## src/rtl/trap_ctrl.sv

```systemverilog
// trap_ctrl: machine-mode trap sequencer (exception/interrupt entry, mret exit); TRAP_VECTORED_EN enables vectored interrupt redirect
module trap_ctrl #(
  parameter int DRAIN_MAX = 8,
  parameter int CNT_W     = 4
) (
  input  logic        clk,
  input  logic        reset,
  input  logic        ext_irq,
  input  logic        timer_irq,
  input  logic        sw_irq,
  input  logic        mstatus_mie,
  input  logic        mie_meie,
  input  logic        mie_mtie,
  input  logic        mie_msie,
  input  logic        exc_valid,
  input  logic [3:0]  exc_code,
  input  logic [31:0] exc_pc,
  input  logic [31:0] exc_tval,
  input  logic        retire_valid,
  input  logic [31:0] retire_pc,
  input  logic        mret,
  input  logic        pipe_idle,
  input  logic [31:0] mtvec,
  input  logic [31:0] mepc,
  output logic        stall,
  output logic        flush,
  output logic        handle_trap,
  output logic        exit_trap,
  output logic [31:0] trap_epc,
  output logic [31:0] mcause,
  output logic [31:0] mtval,
  output logic        redirect_valid,
  output logic [31:0] redirect_pc,
  output logic        drain_timeout
);
  typedef enum logic [2:0] {IDLE, DRAIN, ENTER, REDIR, MRET} state_t;
  state_t state, state_nx;
  logic [CNT_W-1:0] cnt;
  logic irq_pend, take_exc, take_irq, timeout;
  logic [3:0] irq_code;
  logic [31:0] base, vec_pc;
  assign irq_pend = mstatus_mie & ((ext_irq & mie_meie) | (sw_irq & mie_msie) | (timer_irq & mie_mtie));
  assign irq_code = (ext_irq & mie_meie) ? 4'd11 : (sw_irq & mie_msie) ? 4'd3 : 4'd7;
  assign take_exc = state == IDLE && exc_valid;
  assign take_irq = state == IDLE && !exc_valid && !mret && irq_pend && retire_valid;
  assign timeout  = state == DRAIN && !pipe_idle && cnt == CNT_W'(DRAIN_MAX - 1);
  assign base     = {mtvec[31:2], 2'b00};
`ifdef TRAP_VECTORED_EN
  assign vec_pc = (mcause[31] && mtvec[1:0] == 2'b01) ? base + {26'b0, mcause[3:0], 2'b00} : base;
`else
  logic unused_mode;
  assign unused_mode = &mtvec[1:0];
  assign vec_pc = base;
`endif
  always_comb begin
    state_nx = state;
    case (state)
      IDLE:    state_nx = exc_valid ? DRAIN : mret ? MRET : take_irq ? DRAIN : IDLE;
      DRAIN:   state_nx = (pipe_idle || timeout) ? ENTER : DRAIN;
      ENTER:   state_nx = REDIR;
      default: state_nx = IDLE;
    endcase
  end
  assign stall          = state != IDLE;
  assign flush          = take_exc || take_irq;
  assign handle_trap    = state == ENTER;
  assign exit_trap      = state == MRET;
  assign redirect_valid = state == REDIR || state == MRET;
  assign redirect_pc    = state == REDIR ? vec_pc : state == MRET ? mepc : '0;
  always_ff @(posedge clk) begin
    if (reset) begin
      state         <= IDLE;
      cnt           <= '0;
      drain_timeout <= 1'b0;
      mcause        <= '0;
      mtval         <= '0;
      trap_epc      <= '0;
    end else begin
      state <= state_nx;
      cnt   <= state == DRAIN ? cnt + 1'b1 : '0;
      if (timeout) drain_timeout <= 1'b1;
      if (take_exc) begin
        mcause   <= {28'b0, exc_code};
        mtval    <= exc_tval;
        trap_epc <= exc_pc;
      end else if (take_irq) begin
        mcause   <= {1'b1, 27'b0, irq_code};
        mtval    <= '0;
        trap_epc <= retire_pc;
      end
    end
  end
endmodule
```

## config.mk

```make
export PLATFORM = sky130hd
export DESIGN_NAME = trap_ctrl
export DESIGN_NICKNAME = d
export VERILOG_FILES = /design/src/rtl/trap_ctrl.sv
export SDC_FILE = /design/constraint.sdc
export NUM_CORES = 1
export LEC_CHECK = 0
export ABC_AREA = 1
export CAP_MARGIN = 0
export CORE_AREA = 5 5 117 119
export DETAILED_ROUTE_END_ITERATION = 6
export DIE_AREA = 0 0 122 124
export PLACE_DENSITY = 0.87
export SKIP_LAST_GASP = 1
export SLEW_MARGIN = 20
export SYNTH_ARGS = -nofsm -noshare
export SYNTH_HDL_FRONTEND = slang
export SYNTH_SLANG_ARGS = --single-unit
```

## constraint.sdc

```tcl
create_clock -name clk -period 1.4 [get_ports clk]
set_input_delay 0.28 -clock clk [delete_from_list [all_inputs] [get_ports clk]]
set_output_delay 0.28 -clock clk [all_outputs]
set_load 0.05 [all_outputs]
```

==> summary by stage, run 1 <==
STA
The aggregate negative setup slack is -31.46 ns. Setup repair after global routing could not meet its margin everywhere. The final hold violation count was 0.

The final critical path takes up 136.0% of the cycle. The number of setup violations in the final report is 107. The final critical-path required period is 1.904 ns.

In the post-route analysis, the smallest setup slack over all paths is -0.5041 ns. The number of pins exceeding their max-slew limit in the final report is 0. Timing would allow up to 0.5252 GHz. The final setup skew is 0.008722 ns.

Logic synthesis
For this run, the register share of the synthesized area comes to 39.21%. The per-instance average area after synthesis is 6.574 um2. The post-synthesis instance area is 3931 um2. The synthesized design devotes to its leading area cell type 39.21% of total area. Of the post-synthesis cell area, the part taken by muxes is 0%.

In the post-synthesis netlist, the biggest area contributors are dfxtp_1 39%, nand2_1 20%, nand3_1 9.0%, a21oi_1 8.7%, buf_4 5.3%. The synthesis warning total is 0. The post-synthesis register bit count is 77. The adder-cell area share of the yosys netlist is 0.3183%. After synthesis, the largest family of logic cells by area is simple AND/OR/NAND/NOR gates.

In this run, distinct cell masters in the synthesized netlist total 25. The post-synthesis compound-gate area fraction is 13.59%. The synthesized-area fraction occupied by xor and xnor cells is 0.2228%. Of all cell types, the one taking the most synthesized area is dfxtp_1. Synthesis handed over a netlist of 598 instances. Summing the areas of all and, or, nand and nor instances in the mapped netlist gives 31.70% of the synthesized area.

Die
In this run the core area contains 41 standard-cell rows. 311 I/O pins were placed. The placeable core area is 12,470 um2. The vertical die dimension is 124 um. The overall die width is 122 um. The die area is 15,130 um2. Once the floorplan was initialized, standard cells occupied 31.54% of the core.

Critical path
At the worst endpoint, the required time is 1.12 ns. For the worst setup path, the data arrival time is 1.62 ns. In this run the worst path has a maximum fanout of 16. The signal on the critical path passes through inv_2 > nor3_4 > buf_4 > buf_12 > nand2_1 > o21ai_4 > buf_12. The gate family responsible for the most delay along the worst path is buffers and inverters. The startpoint type of the worst setup path is a register.

The kind of end point of the critical path is a primary output. The cell that appears most often on the critical path is buf_12. The startpoint-to-endpoint class of the critical path is register to primary output. Counting both buffers and inverters, the worst setup path holds a total of 4.

The largest stage delay on the critical path is 0.34 ns. Among all stages on the critical path, the largest delay is contributed by dfxtp_2.

Power
VDD sags by at most 699.5 uV. Power spread over the standard cell area amounts to 921.2 nW/um2. Summed over all cells, the static leakage comes to 4.107 nW.

Final layout
Excluding fillers, the count of instances in the completed layout stands at 1,087. After the last flow step, the layout net total stands at 1,089. The area growth from synthesis to final layout is 146.1%.

Fill cells in the final layout number 744. The repair_antennas step left the layout with diodes totalling 0. The fraction of layout cells with a size suffix above 1 is 31.15%. The post-layout instance area is 9673 um2.

GRT
The total overflow left after global routing is 0. The initial antenna violation count came to 1. The number of global-route vias before repair is 4,885. Entering global routing, the biggest net connects 52 pins. The global-route usage over all layers is 23.03%. The wire length of the first global-routing pass is 26.57 mm.

Drt
The count of nets left with antenna violations once routing finished came out at 0. The total DRC errors in the routed layout is 0. The first routing iteration left 315 violations.

The total detailed-routing wirelength is 21.87 mm. After detailed routing, the number of vias per cell comes to 4.879. The number of detailed-route iterations in the first pass is 4. The total vias in the final route is 5,303.

Dividing the detail-routed wire length by the instance count gives 20.12 um.

Clock network
Clock latency on the worst-skew pair, taken at its later pin, is 0.33 ns. The cell at the root of the clock tree is clkbuf_16. The clock tree from TritonCTS is built.

The number of buffers on the longest clock path is 2. The clock sink count is 77. In this run the number of H-tree levels came out at 3. Hold repair after CTS inserted 0 buffers. The number of buffers added by the clock tree synthesis step is 9.

The clock input transition at the sequential cells of the worst setup and hold paths is 0.05 ns.

Placed design
Routability-driven placement finished with a final weighted congestion of 0.8301. The placed cell area is 8411 um2. In this run, placement finished with an instance count of 1,041. The count of buffers added on input and output ports is 281. The post-detailed-placement half-perimeter wirelength is 13.70 mm.

Outcome
The checks that failed: negative setup slack. The run finished, with violations left.

Job
The number of violations of the max-capacitance limit is 0.

Min path
In this run the worst hold path is classified as primary input to register.
[registers in the layout, summed over array words and instances, names as in the netlist]
signal,count
mtval,32
trap_epc,32
mcause,5
cnt,4
state,3
drain_timeout,1
[cells by family (layout without fill, tap and decap cells)]
kind of cell,Yosys count,count (layout)
and+or+nand+nor,299,299
buffers and inverters,114,405
DFF,77,77
AOI/OAI and AO/OA,105,105
xor gates and xnor gates,1,1
adders and majority gates,1,1
other,1,27
[layout by cell type (no fill, tap or decap), types with 2 or more instances in the layout]
master,count
conb_1,27
o21ai_2,2
clkbuf_1,2
a21oi_2,25
dfxtp_1,74
buf_6,9
buf_16,4
inv_2,2
nand2_4,17
clkbuf_16,18
dfxtp_2,2
inv_1,40
nand3_2,3
nor2_4,5
nand3_1,67
nor2_1,8
clkinvlp_4,3
buf_12,126
buf_4,23
nand2_2,5
a21oi_1,43
o21ai_4,29
nand3_4,3
nor3_1,2
clkdlybuf4s50_1,173
nand2_1,186
[metrics by stage]
step | hold WS, ns | total power, mW | util, % | setup WS [ns]
2_1_floorplan | 0.3585 | 4.308 | - | -0.1238
6_report | 0.3984 | 8.910 | 77.60 | -0.5041
5_1_grt | 0.4344 | 9.242 | 77.60 | -0.5453
3_5_place_dp | 0.4755 | 6.123 | 67.47 | -0.4195
3_3_place_gp | 0.4302 | 6.066 | 67.47 | -0.3725
4_1_cts | 0.3675 | 8.487 | 72.46 | -0.4575
[cell type report]
class / instances / area [um2] / share of cell area (%)
Multi-Input combinational cell: 433 / 2559 / 26.45
Clock inverter: 4 / 50.05 / 0.5174
Timing Repair Buffer: 346 / 4883 / 50.49
Inverter: 44 / 185.2 / 1.914
Clock buffer: 11 / 232.7 / 2.406
Tap cell: 172 / 215.2 / 2.225
Sequential cell: 77 / 1548 / 16.00
[report_power, final]
| part | internal [mW] | total, mW | switching [mW] |
|---|---|---|---|
| Clock | 1.37 | 2.26 | 0.895 |
| Sequential | 2.38 | 2.58 | 0.204 |
| Combinational | 1.97 | 4.06 | 2.09 |
| Total | 5.72 | 8.91 | 3.19 |
[final timing paths]
kind                                     startpoint                     end  slack (ns)  depth (start not counted)
worst max-delay path            state[2]$_SDFF_PP0_          redirect_pc[8]       -0.50                          7
worst min-delay path                          reset  mcause[0]$_SDFFE_PP0P_        0.40                          5
worst max register to register  state[2]$_SDFF_PP0_  mtval[16]$_SDFFE_PP0P_       -0.38                         10
worst min register to register    cnt[0]$_SDFF_PP0_       cnt[0]$_SDFF_PP0_        0.48                          1
[cell usage after synthesis]
cell type  instances
inv_2              1
nor2_2             1
nand2_1          207
nor3b_1            1
nor2_4             1
ha_1               1
clkbuf_1          16
nor4_1             1
o21bai_1           2
dfxtp_1           77
a31oi_1            1
buf_6              3
a21oi_1           68
nand2_2            1
conb_1             1
nand3_1           71
buf_4             28
o211ai_1           1
nor3_1             3
inv_1             43
nor2_1            11
nand3_2            2
o21ai_0           33
buf_2             23
xor2_1             1
[worst register-to-register path, delay by kind of cell, from the launching register on]
family	cells	cell delay [ns]
buf+inv	6	0.81
simple gates	3	0.30
flops	1	0.32
compound gates	1	0.25
[metal layers]
layer	vias to the layer above	wire length, um	GRT usage, %
li1	2483	-	-
met1	2484	7277	22.10
met2	275	11410	41.75
met3	59	2174	9.809
met4	2	980	12.39
met5	-	20	0
[timing repair]
| action | 4_1_cts | 5_1_grt |
|---|---|---|
| pin swaps | 4 | 14 |
| gates cloned | 4 | 12 |
| gates resized for setup | 42 | 79 |
| endpoints found under the setup margin | 107 | 112 |
| setup buffers | 9 | 6 |
(Power assumes the default switching activity.)
==> run 2: changes to the inputs <==
--- a/config.mk
+++ b/config.mk
@@ -10,9 +10,8 @@
 export CORE_AREA = 5 5 117 119
 export DETAILED_ROUTE_END_ITERATION = 6
 export DIE_AREA = 0 0 122 124
-export PLACE_DENSITY = 0.87
+export PLACE_DENSITY = 0.85
 export SKIP_LAST_GASP = 1
-export SLEW_MARGIN = 20
 export SYNTH_ARGS = -nofsm -noshare
 export SYNTH_HDL_FRONTEND = slang
 export SYNTH_SLANG_ARGS = --single-unit
==> constraint.sdc (replaced) <==
create_clock -name clk -period 2.3 [get_ports clk]
set_input_delay 0.46 -clock clk [delete_from_list [all_inputs] [get_ports clk]]
set_output_delay 0.46 -clock clk [all_outputs]
set_load 0.05 [all_outputs]
==> run 2 against run 1 <==
Net effect: the flow now finishes without violations; combinational power decreased by 57%; critical path type is now primary input to primary output; die area did not move; first-iteration DRC count decreased by 30%; critical endpoint is now flush; sequential power fell by 42%; critical path depth fell by 1.
==> summary by stage, run 2 (synthesis gave the netlist of run 1 again) <==
Outcome
The flow ran to the end, and the final reports show no timing, DRC or antenna violations.

Power
The power consumption is 4.682 mW (-47%). The power dissipated by switching net loads is 1.659 mW (-48%). The switching part of the total is 35.42% (-0.41 points).

The maximum vdd drop came to 340.7 uV (-51%). The proportion of power drawn by combinational gates is 37.6% (-8.0 points). The ratio of total power to cell area is 626.3 nW/um2 (-32%). The internal power consumption is 3.024 mW (-47%). The clock share of power is 30.2% (+4.8 points). The leakage power total was 3.128 nW (-24%). The power share of the sequential group is 32.1% (+3.1 points).

Critical path
The count of buffering cells on the critical path with inverters included came to 2 (-2). The gate family responsible for the most delay along the worst path is buffers and inverters. The worst setup path is launched from a primary input. The cell that appears most often on the critical path is nand2_1. By startpoint and endpoint, the worst setup path is classified as primary input to primary output. The number of cells on the worst reg-to-reg path came to 8 (-2). STA classifies the critical path endpoint as a primary output.

The origin of the worst setup path is mie_meie. The largest fanout on the critical path came to 3 (-13). The slack of the worst reg-to-reg path was 0.69 ns (+1.07 ns). The worst endpoint data arrival time is 1.73 ns (+0.11 ns). The capturing point of the worst reg2reg path is trap_epc[3]$_SDFFE_PP0P_. Walking the worst path, the cells encountered are clkdlybuf4s50_1 > nand2_1 > nand3_1 > nand3_2 > nand2_1 > buf_12. The required time of the worst setup path is 1.84 ns (+0.72 ns). The largest stage delay on the critical path came to 0.50 ns (+0.16 ns). The start of the worst register-to-register path is state[0]$_SDFF_PP0_. For this design, the slowest cell found on the critical path is clkdlybuf4s50_1.

Drt
The number of detailed-route iterations in the first pass is 5 (+1). The post-detailed-route wirelength per cell is 15.07 um (-25%). The total DRC errors in the routed layout is 0 (unchanged). The total detailed-routing wirelength is 15.66 mm (-28%). The mean number of vias per cell came to 4.566 (-6.4%). The violation count after the first detailed-route iteration is 219 (-30%).

The total vias in the final route is 4,744 (-11%). The post-detailed-route count of antenna-violating nets is 0 (unchanged).

Clock network
The latest clock arrival within the worst-skew pair is 0.32 ns (about the same). The number of buffers on the longest clock path was 2 (unchanged). The post-CTS setup buffer count is 0 (-9).

The post-cts gate resize count was 0 (-100%). The number of buffers added by the clock tree synthesis step is 9 (unchanged). The number of buffers added to fix hold violations after cts came to 0 (unchanged). The clock sink count came to 77 (unchanged). The clock input transition at the sequential cells of the worst setup and hold paths is 0.06 ns (about the same). The H-tree depth was 3 (unchanged). The clock tree from TritonCTS is built. The cell at the root of the clock tree is clkbuf_16.

Die
The count of pins on the block boundary is 311 (unchanged). The vertical die dimension is 124 um (unchanged). The starting utilization of the core area is 31.54% (unchanged). The placeable core area is 12,470 um2 (unchanged). The overall die width is 122 um (unchanged). The die area is 15,130 um2 (unchanged).

The row count is 41 (unchanged).

Placed design
The total of buffers placed on input and output ports is 281 (unchanged). The routability congestion estimate was 0.8569 (+3.2%). The post-detailed-placement half-perimeter wirelength is 12.19 mm (-11%).

Final layout
The number of filler cells placed in the layout is 1,133 (+52%). The most common library cell in the layout ignoring fill and taps is clkdlybuf4s50_1. The area growth from synthesis to final layout is 90.17%. The antenna diode instance count came to 0 (unchanged). The final net count is 1,040 (-4.5%). In the final layout, the registers with the most flip-flops are mtval: 32 flops, trap_epc: 32 flops, mcause: 5 flops. The fraction of layout cells with a size suffix above 1 is 8.766% (-22 points).

The utilization of the core after routing is 59.97% (-18 points). In the layout the commonest cells are 243 x clkdlybuf4s50_1, 207 x nand2_1, 77 x dfxtp_1.

STA
The final setup skew is 0.003445 ns (-0.005277 ns). For the pin with the worst max-slew slack, the measured transition is 0.5982 ns. The aggregate negative setup slack came to 0 ns (+31.46 ns).

The final critical-path required period is 2.193 ns. The share of the cycle needed by the critical path after routing is 95.37%. The final hold violation count is 0 (unchanged). Derived from the worst setup path, the maximum achievable clock frequency is 0.4559 GHz. The number of setup violations in the final report was 0 (-100%). Setup repair after global routing could not meet its margin everywhere. The headroom to the max-slew limit is 60.12%. The number of pins exceeding their max-slew limit in the final report came to 0 (unchanged).

GRT
The global-route congestion overflow total was 0 (unchanged). The number of global-route vias before repair was 4,301 (-12%). The wire length of the first global-routing pass is 22.34 mm (-16%). The global-route usage over all layers came to 18.98% (-4.0 points). The initial antenna violation count is 0 (-1). The pin count of the biggest net entering global routing is 64 (+23%).

Min path
In this run the worst hold path is classified as register to register. The worst min-delay path startpoint is cnt[0]$_SDFF_PP0_. The worst hold path terminates at cnt[0]$_SDFF_PP0_. The hold-critical path depth is 1 (-4).

Job
The number of violations of the max-capacitance limit is 0 (unchanged).
## run 2: worst max-delay path by stage
stage / slack, ns / endpoint / cells after the start
6_report: 0.11 / flush / 6
5_1_grt: -0.001 / redirect_pc[21] / 4
4_1_cts: 0.09 / flush / 7
3_5_place_dp: 0.09 / flush / 7
3_3_place_gp: 0.10 / flush / 7
2_1_floorplan: 0.03 / redirect_pc[22] / 3
## run 2: layer usage
metal / track usage [%] / up-vias / part of all wire [%]
li1: - / 2380 / -
met1: 20.43 / 2127 / 36
met5: 0 / - / 0
met2: 33.98 / 213 / 50
met3: 6.948 / 24 / 11
met4: 7.283 / 0 / 2.6
## run 2: power by group through the flow
stage               logic (mW)  registers (mW)  clock network (mW)
floorplan                0.668            1.90                   0
global placement          1.76            1.53                   0
detailed placement        1.77            1.53                   0
CTS                       1.77            1.50                1.46
global route              1.87            1.52                1.50
finish                    1.76            1.50                1.42
## run 2: stage by stage
step / setup slack [ns] / area [um2] / instances / hold WS [ns]
2_1_floorplan: 0.03300 / 4029 / 624 / 0.4176
3_3_place_gp: 0.1040 / 7173 / 1023 / 0.4307
3_5_place_dp: 0.08914 / 7173 / 1023 / 0.4456
4_1_cts: 0.08902 / 7476 / 1039 / 0.4600
5_1_grt: -0.001348 / 7476 / 1039 / 0.4920
6_report: 0.1066 / 7476 / 1039 / 0.4516
## run 2: final cells by class
| class | instances | area (um2) | share of cell area (%) |
|---|---|---|---|
| clock buffer | 11 | 242.7 | 3.247 |
| clock inverter | 5 | 60.06 | 0.8033 |
| inverter | 44 | 165.2 | 2.209 |
| multi-input combinational | 433 | 1916 | 25.62 |
| sequential | 77 | 1541 | 20.62 |
| tap | 172 | 215.2 | 2.879 |
| timing repair buffer | 297 | 3336 | 44.62 |
